[src/rtl/fetch_stage_pkg.sv]
// Shared encodings and defaults for the instruction-fetch stage.
package fetch_stage_pkg;
  // PCSrc encodings produced by the control decoder
  localparam logic [1:0] PCSRC_SEQ    = 2'd0;
  localparam logic [1:0] PCSRC_BRANCH = 2'd1;
  localparam logic [1:0] PCSRC_JUMP   = 2'd2;
  localparam logic [1:0] PCSRC_JR     = 2'd3;

  // sll $0,$0,0 -- the bubble instruction
  localparam logic [31:0] NOP_INSTR        = 32'h0000_0000;
  localparam logic [31:0] RESET_PC_DEFAULT = 32'h0040_0000;

  // Redirect targets are always forced to a word boundary
  function automatic logic [31:0] word_align(input logic [31:0] a);
    return a & 32'hFFFF_FFFC;
  endfunction
endpackage

[src/rtl/fetch_stage_next_pc_sel.sv]
// Combinational next-PC selection: PC+4, ID jump target and the
// prioritised redirect (EX branch > stall > flush > ID jump > sequential).
module next_pc_sel
  import fetch_stage_pkg::*;
(
  input  logic [31:0] pc,
  input  logic        id_valid,
  input  logic [25:0] id_jidx,
  input  logic [3:0]  id_pc_hi,
  input  logic [1:0]  id_pcsrc,
  input  logic [31:0] id_rs_data,
  input  logic        stall_if,
  input  logic        flush_if,
  input  logic        ex_branch_taken,
  input  logic [31:0] ex_branch_target,
  output logic [31:0] pc_plus4,
  output logic [31:0] next_pc,
  output logic        bubble,
  output logic        hold
);
  logic        jump_req;
  logic [31:0] jump_target;

  // Jump target from the instruction sitting in ID; branches (PCSrc 1) resolve in EX
  always_comb begin
    jump_req    = id_valid && ((id_pcsrc == PCSRC_JUMP) || (id_pcsrc == PCSRC_JR));
    jump_target = (id_pcsrc == PCSRC_JR) ? word_align(id_rs_data)
                                         : {id_pc_hi, id_jidx, 2'b00};
  end

  // Priority select; a stall holds PC, so a pending jump waits for the unstalled cycle
  always_comb begin
    pc_plus4 = pc + 32'd4;
    next_pc  = pc_plus4;
    bubble   = 1'b0;
    hold     = 1'b0;
    if (ex_branch_taken) begin
      next_pc = word_align(ex_branch_target);
      bubble  = 1'b1;
    end else if (stall_if) begin
      next_pc = pc;
      hold    = 1'b1;
    end else if (flush_if) begin
      bubble  = 1'b1;
    end else if (jump_req) begin
      next_pc = jump_target;
      bubble  = 1'b1;
    end
  end
endmodule

[src/rtl/fetch_stage.sv]
// Instruction-fetch stage: PC register and IF/ID pipeline register.
module fetch_stage
  import fetch_stage_pkg::*;
#(
  parameter logic [31:0] RESET_PC = RESET_PC_DEFAULT
) (
  input  logic        clk,
  input  logic        rst_n,
  output logic [31:0] imem_addr,
  input  logic [31:0] imem_rdata,
  input  logic        stall_if,
  input  logic        flush_if,
  input  logic [1:0]  id_pcsrc,
  input  logic [31:0] id_rs_data,
  input  logic        ex_branch_taken,
  input  logic [31:0] ex_branch_target,
  output logic [31:0] id_instr,
  output logic [31:0] id_pc_plus4,
  output logic        id_valid
);
  logic [31:0] pc_q, pc_d;
  logic [31:0] instr_q, instr_d;
  logic [31:0] pc4_q, pc4_d;
  logic        valid_q, valid_d;
  logic [31:0] pc_plus4, next_pc;
  logic        bubble, hold;

  next_pc_sel u_sel (
    .pc               (pc_q),
    .id_valid         (valid_q),
    .id_jidx          (instr_q[25:0]),
    .id_pc_hi         (pc4_q[31:28]),
    .id_pcsrc         (id_pcsrc),
    .id_rs_data       (id_rs_data),
    .stall_if         (stall_if),
    .flush_if         (flush_if),
    .ex_branch_taken  (ex_branch_taken),
    .ex_branch_target (ex_branch_target),
    .pc_plus4         (pc_plus4),
    .next_pc          (next_pc),
    .bubble           (bubble),
    .hold             (hold)
  );

  // IF/ID next value: hold, squash to bubble, or capture the fetched word
  always_comb begin
    pc_d    = next_pc;
    instr_d = instr_q;
    pc4_d   = pc4_q;
    valid_d = valid_q;
    if (!hold) begin
      if (bubble) begin
        instr_d = NOP_INSTR;
        pc4_d   = 32'h0;
        valid_d = 1'b0;
      end else begin
        instr_d = imem_rdata;
        pc4_d   = pc_plus4;
        valid_d = 1'b1;
      end
    end
  end

  // PC and IF/ID registers with asynchronous reset
  always_ff @(posedge clk or negedge rst_n) begin
    if (!rst_n) begin
      pc_q    <= RESET_PC;
      instr_q <= NOP_INSTR;
      pc4_q   <= 32'h0;
      valid_q <= 1'b0;
    end else begin
      pc_q    <= pc_d;
      instr_q <= instr_d;
      pc4_q   <= pc4_d;
      valid_q <= valid_d;
    end
  end

  assign imem_addr   = pc_q;
  assign id_instr    = instr_q;
  assign id_pc_plus4 = pc4_q;
  assign id_valid    = valid_q;
endmodule

[config.mk]
export PLATFORM = sky130hd
export DESIGN_NAME = fetch_stage
export DESIGN_NICKNAME = d
export VERILOG_FILES = /design/src/rtl/fetch_stage_pkg.sv /design/src/rtl/fetch_stage_next_pc_sel.sv /design/src/rtl/fetch_stage.sv
export SDC_FILE = /design/constraint.sdc
export NUM_CORES = 1
export LEC_CHECK = 0
export ABC_AREA = 0
export CORE_UTILIZATION = 51
export CTS_CLUSTER_DIAMETER = 60
export DETAILED_ROUTE_END_ITERATION = 10
export DONT_BUFFER_PORTS = 1
export PLACE_DENSITY = 0.69
export SLEW_MARGIN = 20
export SYNTH_ARGS = -nofsm -noshare
export SYNTH_HDL_FRONTEND = slang
export SYNTH_SLANG_ARGS = --single-unit
[constraint.sdc]
create_clock -name clk -period 2.1 [get_ports clk]
set_input_delay 0.42 -clock clk [delete_from_list [all_inputs] [get_ports clk]]
set_output_delay 0.42 -clock clk [all_outputs]
set_load 0.01 [all_outputs]
# ---- Yosys cells after proc, flatten, opt, wreduce, memory -nomap -nowiden
# Cells that the tools add are included.
dict set report word_totals {
  input_bits 103
  ff_bits 97
  wordCells 24
  out_inout_bits 97
}
dict set report op_classes {
  muxes 14
  n_eq_ne 3
  n_addsub 1
  n_reduce_logical 2
}
# op n
set ops {}
lappend ops {{$mux 32} 7}
lappend ops {{$add 32x3->32 const B} 1}
lappend ops {{$mux 1} 7}
lappend ops {{$eq 2x2->1 const B} 2}
lappend ops {{$ne 2x1->1 const B} 1}
lappend ops {{$logic_and 1x1->1} 1}
lappend ops {{$logic_or 1x1->1} 1}

# ---- Logic depth before layout (Yosys ltp)
dict set report logic_depth {
  depth_word 8
  mapped_depth 7
  ltp_nobuf 6
}

# ---- Modules after synthesis
# A second synthesis with hierarchy kept.
dict set report hier_totals {
  cells_unflattened 686
  hier_area_um2 5615.4
}
# module seq_area_each_um2 area_each_um2 cells_per_inst n_inst
set by_module_without_submodules {}
lappend by_module_without_submodules {fetch_stage 2428.6 3508.4 310 1}
lappend by_module_without_submodules {next_pc_sel 0.0 2107.0 376 1}

# ---- Worst setup path after synthesis
# Ideal clock, no wire load.
dict set report synth_path {
  kind {register to register}
  start {register pc_q[2] (netlist: imem_addr[2])}
  end {register pc_q[24] (netlist: imem_addr[24])}
  path_buffers 0
  setup_ns 0.126
  synth_period_minus_slack_ns 2.163
  slack_ns -0.063
  arrival_ns 2.037
  stages_incl_launch_ff 7
  path_cell_list {dfrtp_1 ha_1 nand2_1 or4_4 o31ai_1 nand3_1 a221o_1}
}
dict set report synth_between {
  elab_chain_len 5
}
# element line_no
set synth_lines {}
lappend synth_lines {{from (decl)} fetch_stage.sv:21} ;# logic [31:0] pc_q, pc_d;
lappend synth_lines {{from (signal assigned)} fetch_stage.sv:72} ;# pc_q <= pc_d;
lappend synth_lines {{$add 32x3->32 *} fetch_stage_next_pc_sel.sv:33} ;# pc_plus4 = pc + 32'd4;
lappend synth_lines {{$mux 32} fetch_stage_next_pc_sel.sv:45} ;# end else if (jump_req) begin
lappend synth_lines {{$mux 32 *} fetch_stage_next_pc_sel.sv:43} ;# end else if (flush_if) begin
lappend synth_lines {{$mux 32 *} fetch_stage_next_pc_sel.sv:40} ;# end else if (stall_if) begin
lappend synth_lines {{$mux 32 *} fetch_stage_next_pc_sel.sv:37} ;# if (ex_branch_taken) begin
# Mark *: on every way between the ends. The rest lies on a longest branch, timed or not. The select of a mux whose other input is x is not followed.
# A chain may end at the register's enable or synchronous reset.

# ---- Worst setup path after layout
dict set report layout_path {
  start {register pc_q[2] (netlist: imem_addr[2])}
  end {register pc_q[28] (netlist: imem_addr[28])}
}
# Same word-level chain as after synthesis.

==> run summary <==
================================================================================
Distinct cells, synth .............................................           53
H-tree level count ................................................            3
CP Data Arrival Time ..............................................      2.26 ns
Max Clock Skew ....................................................    0.0118 ns
Portion of the post-synthesis area used by sequential elements ....        47.9%
Violated checks ................................................... negative hold slack
Flip-flop and latch area ..........................................   2330 sq um
Required time at the worst-slack endpoint .........................      2.34 ns
Critical-path cell with the highest stage delay ................... sky130_fd_sc_hd__or4_4
Detailed placement HPWL ...........................................     10400 um
Buffer depth of the longest clock path ............................            2
Number of enable-type register cells in the synthesized netlist ...            0
Clock-pin transition on the worst setup and hold timing paths .....      0.10 ns
Number of instances in the synthesized netlist ....................          527
Master cell of the clock root buffer .............................. sky130_fd_sc_hd__clkbuf_8
Worst setup path startpoint ....................................... imem_addr[2]$_DFFE_PN0N_
CTS sink cnt ......................................................           93
Overall die area ..................................................   9920 sq um
Number of vias in the routed layout ...............................         4262
Crit share post-route .............................................        96.3%
Skew-Pair Late Insertion Delay ....................................      0.36 ns
Average instance area after synthesis .............................   9.22 sq um
Initial standard-cell utilization of the core .....................        52.6%
Post-CTS setup buffers ............................................            0
# diodes ..........................................................            0
Slowest stage delay, CP ...........................................      0.53 ns
Count of input and output buffers .................................            0
First-pass iteration count of the detailed router .................            5
Worst-case hold slack .............................................    -0.262 ns
Top delay family on crit path ..................................... compound AO/OA/AOI/OAI gates
Crit path kind .................................................... flop to flop
Cell leakage power ................................................      2.33 nW
RR Startpoint ..................................................... imem_addr[2]$_DFFE_PN0N_
Slew at the pin closest to its max-slew limit .....................     0.615 ns
Area of the core ..................................................   9240 sq um
Routability-driven placement congestion ratio .....................        0.837
FMAX ..............................................................    0.495 GHz
Via-per-instance ratio ............................................         6.36
Number of antenna violations at the first check in global routing .            0
Netlist area before placement .....................................   4860 sq um
Leading cell types in the layout, fill and taps excluded .......... sky130_fd_sc_hd__nand2_1, sky130_fd_sc_hd__dfrtp_1, sky130_fd_sc_hd__a22o_1, sky130_fd_sc_hd__buf_4, sky130_fd_sc_hd__o21ai_0
Largest net degree at the start of global routing .................           94
Worst Setup Start Kind ............................................         flop
Number of clock buffers inserted by TritonCTS .....................            9
Most common library cell in the layout ignoring fill and taps ..... sky130_fd_sc_hd__nand2_1
DRT Wirelength ....................................................     14600 um
Max-cap violation count ...........................................            0
Flip-flop and latch count after synthesis .........................           93
Global-route total usage across every layer .......................        30.7%
Final hold vios ...................................................           93
Number of cell rows ...............................................           35
Non-filler cells in the finished layout ...........................          670
Run status ........................................................ complete, but fails checks
Multi-input gate area in the final layout .........................   2370 sq um
Worst vdd rail ir drop ............................................     0.363 mV
Sum of negative setup slack .......................................         0 ns
Unrepaired setup endpoints after global routing ...................        false
Number of top-level pins ..........................................          200
CTS tree ..........................................................         done
Async SR Flop Fraction ............................................         100%
Grt ovf ...........................................................            0
Classification of the worst-slack hold path ....................... primary input to asynchronous set/reset pin
Area added between synthesis and finish ...........................        11.1%
Yosys synthesis warning count .....................................            0
Fraction of final layout cells with drive strength greater than 1 .        13.1%
DRC violation total after the first TritonRoute iteration .........          307
First-pass GRT wire length ........................................     23100 um
Vias in the first global route ....................................         4319
Most used DFF post-synth .......................................... sky130_fd_sc_hd__dfrtp_1
Die boundary width ................................................      99.6 um
Height of the die .................................................      99.6 um
Final worst path period need ......................................      2.02 ns
Average detailed-routed wire length per instance ..................      21.8 um
CP max FO .........................................................            4
Worst-case headroom to the max-slew limit .........................        59.0%
Number of design rule violations left after detail routing ........            0
Pwr per Cell Area .................................................  691 nW/um^2
Number of fill cells in the layout ................................          846
Number of buffers and inverters on the critical path ..............            0
Number of nets in the finished design .............................          640
Cell count after placement ........................................          654
Max-slew violations ...............................................            0
Worst Setup End Kind ..............................................         flop
Setup-violating endpoint count in the final report ................            0
Series of cell instances along the critical path .................. ha_1, nand2_1, or4_4, o31a_1, o311ai_1, o211ai_1
Residual antenna-violating net count after detailed routing .......            0
================================================================================
[repair_timing]
item                                   4_1_cts  5_1_grt
gates resized for setup                      0        6
setup endpoints to repair                    0        4
endpoints found under the hold margin       93       93
[cell families after synthesis]
kind of cell,count (synthesis),share of synthesized area (%)
and+or+nand+nor,195,19.8
adders and majority gates,1,0.258
xor gates and xnor gates,21,3.79
buffers and inverters,51,4.28
other,1,0.0772
muxes,5,1.03
DFF,93,47.9
AOI/OAI and AO/OA,160,22.9
[area by class of cell]
cell class / instances / area share (%)
well taps: 129 / 2.99
flip-flops and latches: 93 / 43.2
inverters: 7 / 0.487
clock inverters: 6 / 0.719
multi-input cells: 386 / 43.9
repair buffers: 39 / 6.12
clock buffers: 10 / 2.55
[flip-flops by register name (all words and copies together), names as in the netlist]
name         flops
id_valid         1
id_instr        32
id_pc_plus4     30
imem_addr       30
[synth_stat cells (8+ instances only)]
cell type                  count  share of area (%)
sky130_fd_sc_hd__nand2_1     106                8.2
sky130_fd_sc_hd__clkbuf_1     36                2.8
sky130_fd_sc_hd__o211ai_1      9                1.4
sky130_fd_sc_hd__nand4_1       9                1.2
sky130_fd_sc_hd__xor2_1       16                2.9
sky130_fd_sc_hd__o21ai_0      34                3.5
sky130_fd_sc_hd__a211oi_1      8                1.2
sky130_fd_sc_hd__nand3_1      22                2.3
sky130_fd_sc_hd__a31oi_1      16                2.1
sky130_fd_sc_hd__a22o_1       42                7.6
sky130_fd_sc_hd__a21oi_1      24                2.5
sky130_fd_sc_hd__and3_1       17                2.2
sky130_fd_sc_hd__dfrtp_1      92                 47
[power breakdown]
part / internal, mW / switching, mW
registers: 1.90 / 0.134
clock network: 0.459 / 0.652
logic: 0.243 / 0.340
total: 2.60 / 1.13
[through the flow]
| step | total power [mW] | util [%] | setup slack [ns] | cell area [sq um] | hold slack [ns] |
|---|---|---|---|---|---|
| floorplan | 2.44 | - | 0.000905 | 4870 | 0.124 |
| global placement | 2.63 | 56.2 | 0.0437 | 5190 | 0.127 |
| detailed placement | 2.64 | 56.2 | 0.0421 | 5190 | 0.127 |
| CTS | 3.74 | 58.1 | 0.0290 | 5370 | -0.274 |
| global route | 3.88 | 58.4 | 0.0156 | 5400 | -0.279 |
| finish | 3.73 | 58.4 | 0.0786 | 5400 | -0.262 |
[routing by layer]
metal	share of wire [%]	GRT usage (%)
met4	1.8	10.7
met2	47	49.0
met1	41	40.0
met5	0	0
met3	10	8.85
[worst paths after layout]
path | to | slack, ns | cells after the start
worst max-delay path | imem_addr[28]$_DFFE_PN0N_ | 0.08 | 6
worst min-delay path | imem_addr[6]$_DFFE_PN0N_ | -0.26 | 0
worst max register to register | imem_addr[28]$_DFFE_PN0N_ | 0.08 | 6
worst min register to register | id_pc_plus4[9]$_DFFE_PN0N_ | 0.55 | 2
max in group asynchronous | imem_addr[22]$_DFFE_PN1N_ | 2.12 | 0
min in group clk | imem_addr[3]$_DFFE_PN0N_ | 0.16 | 1
Note: power is estimated with default switching activity, not from simulation.
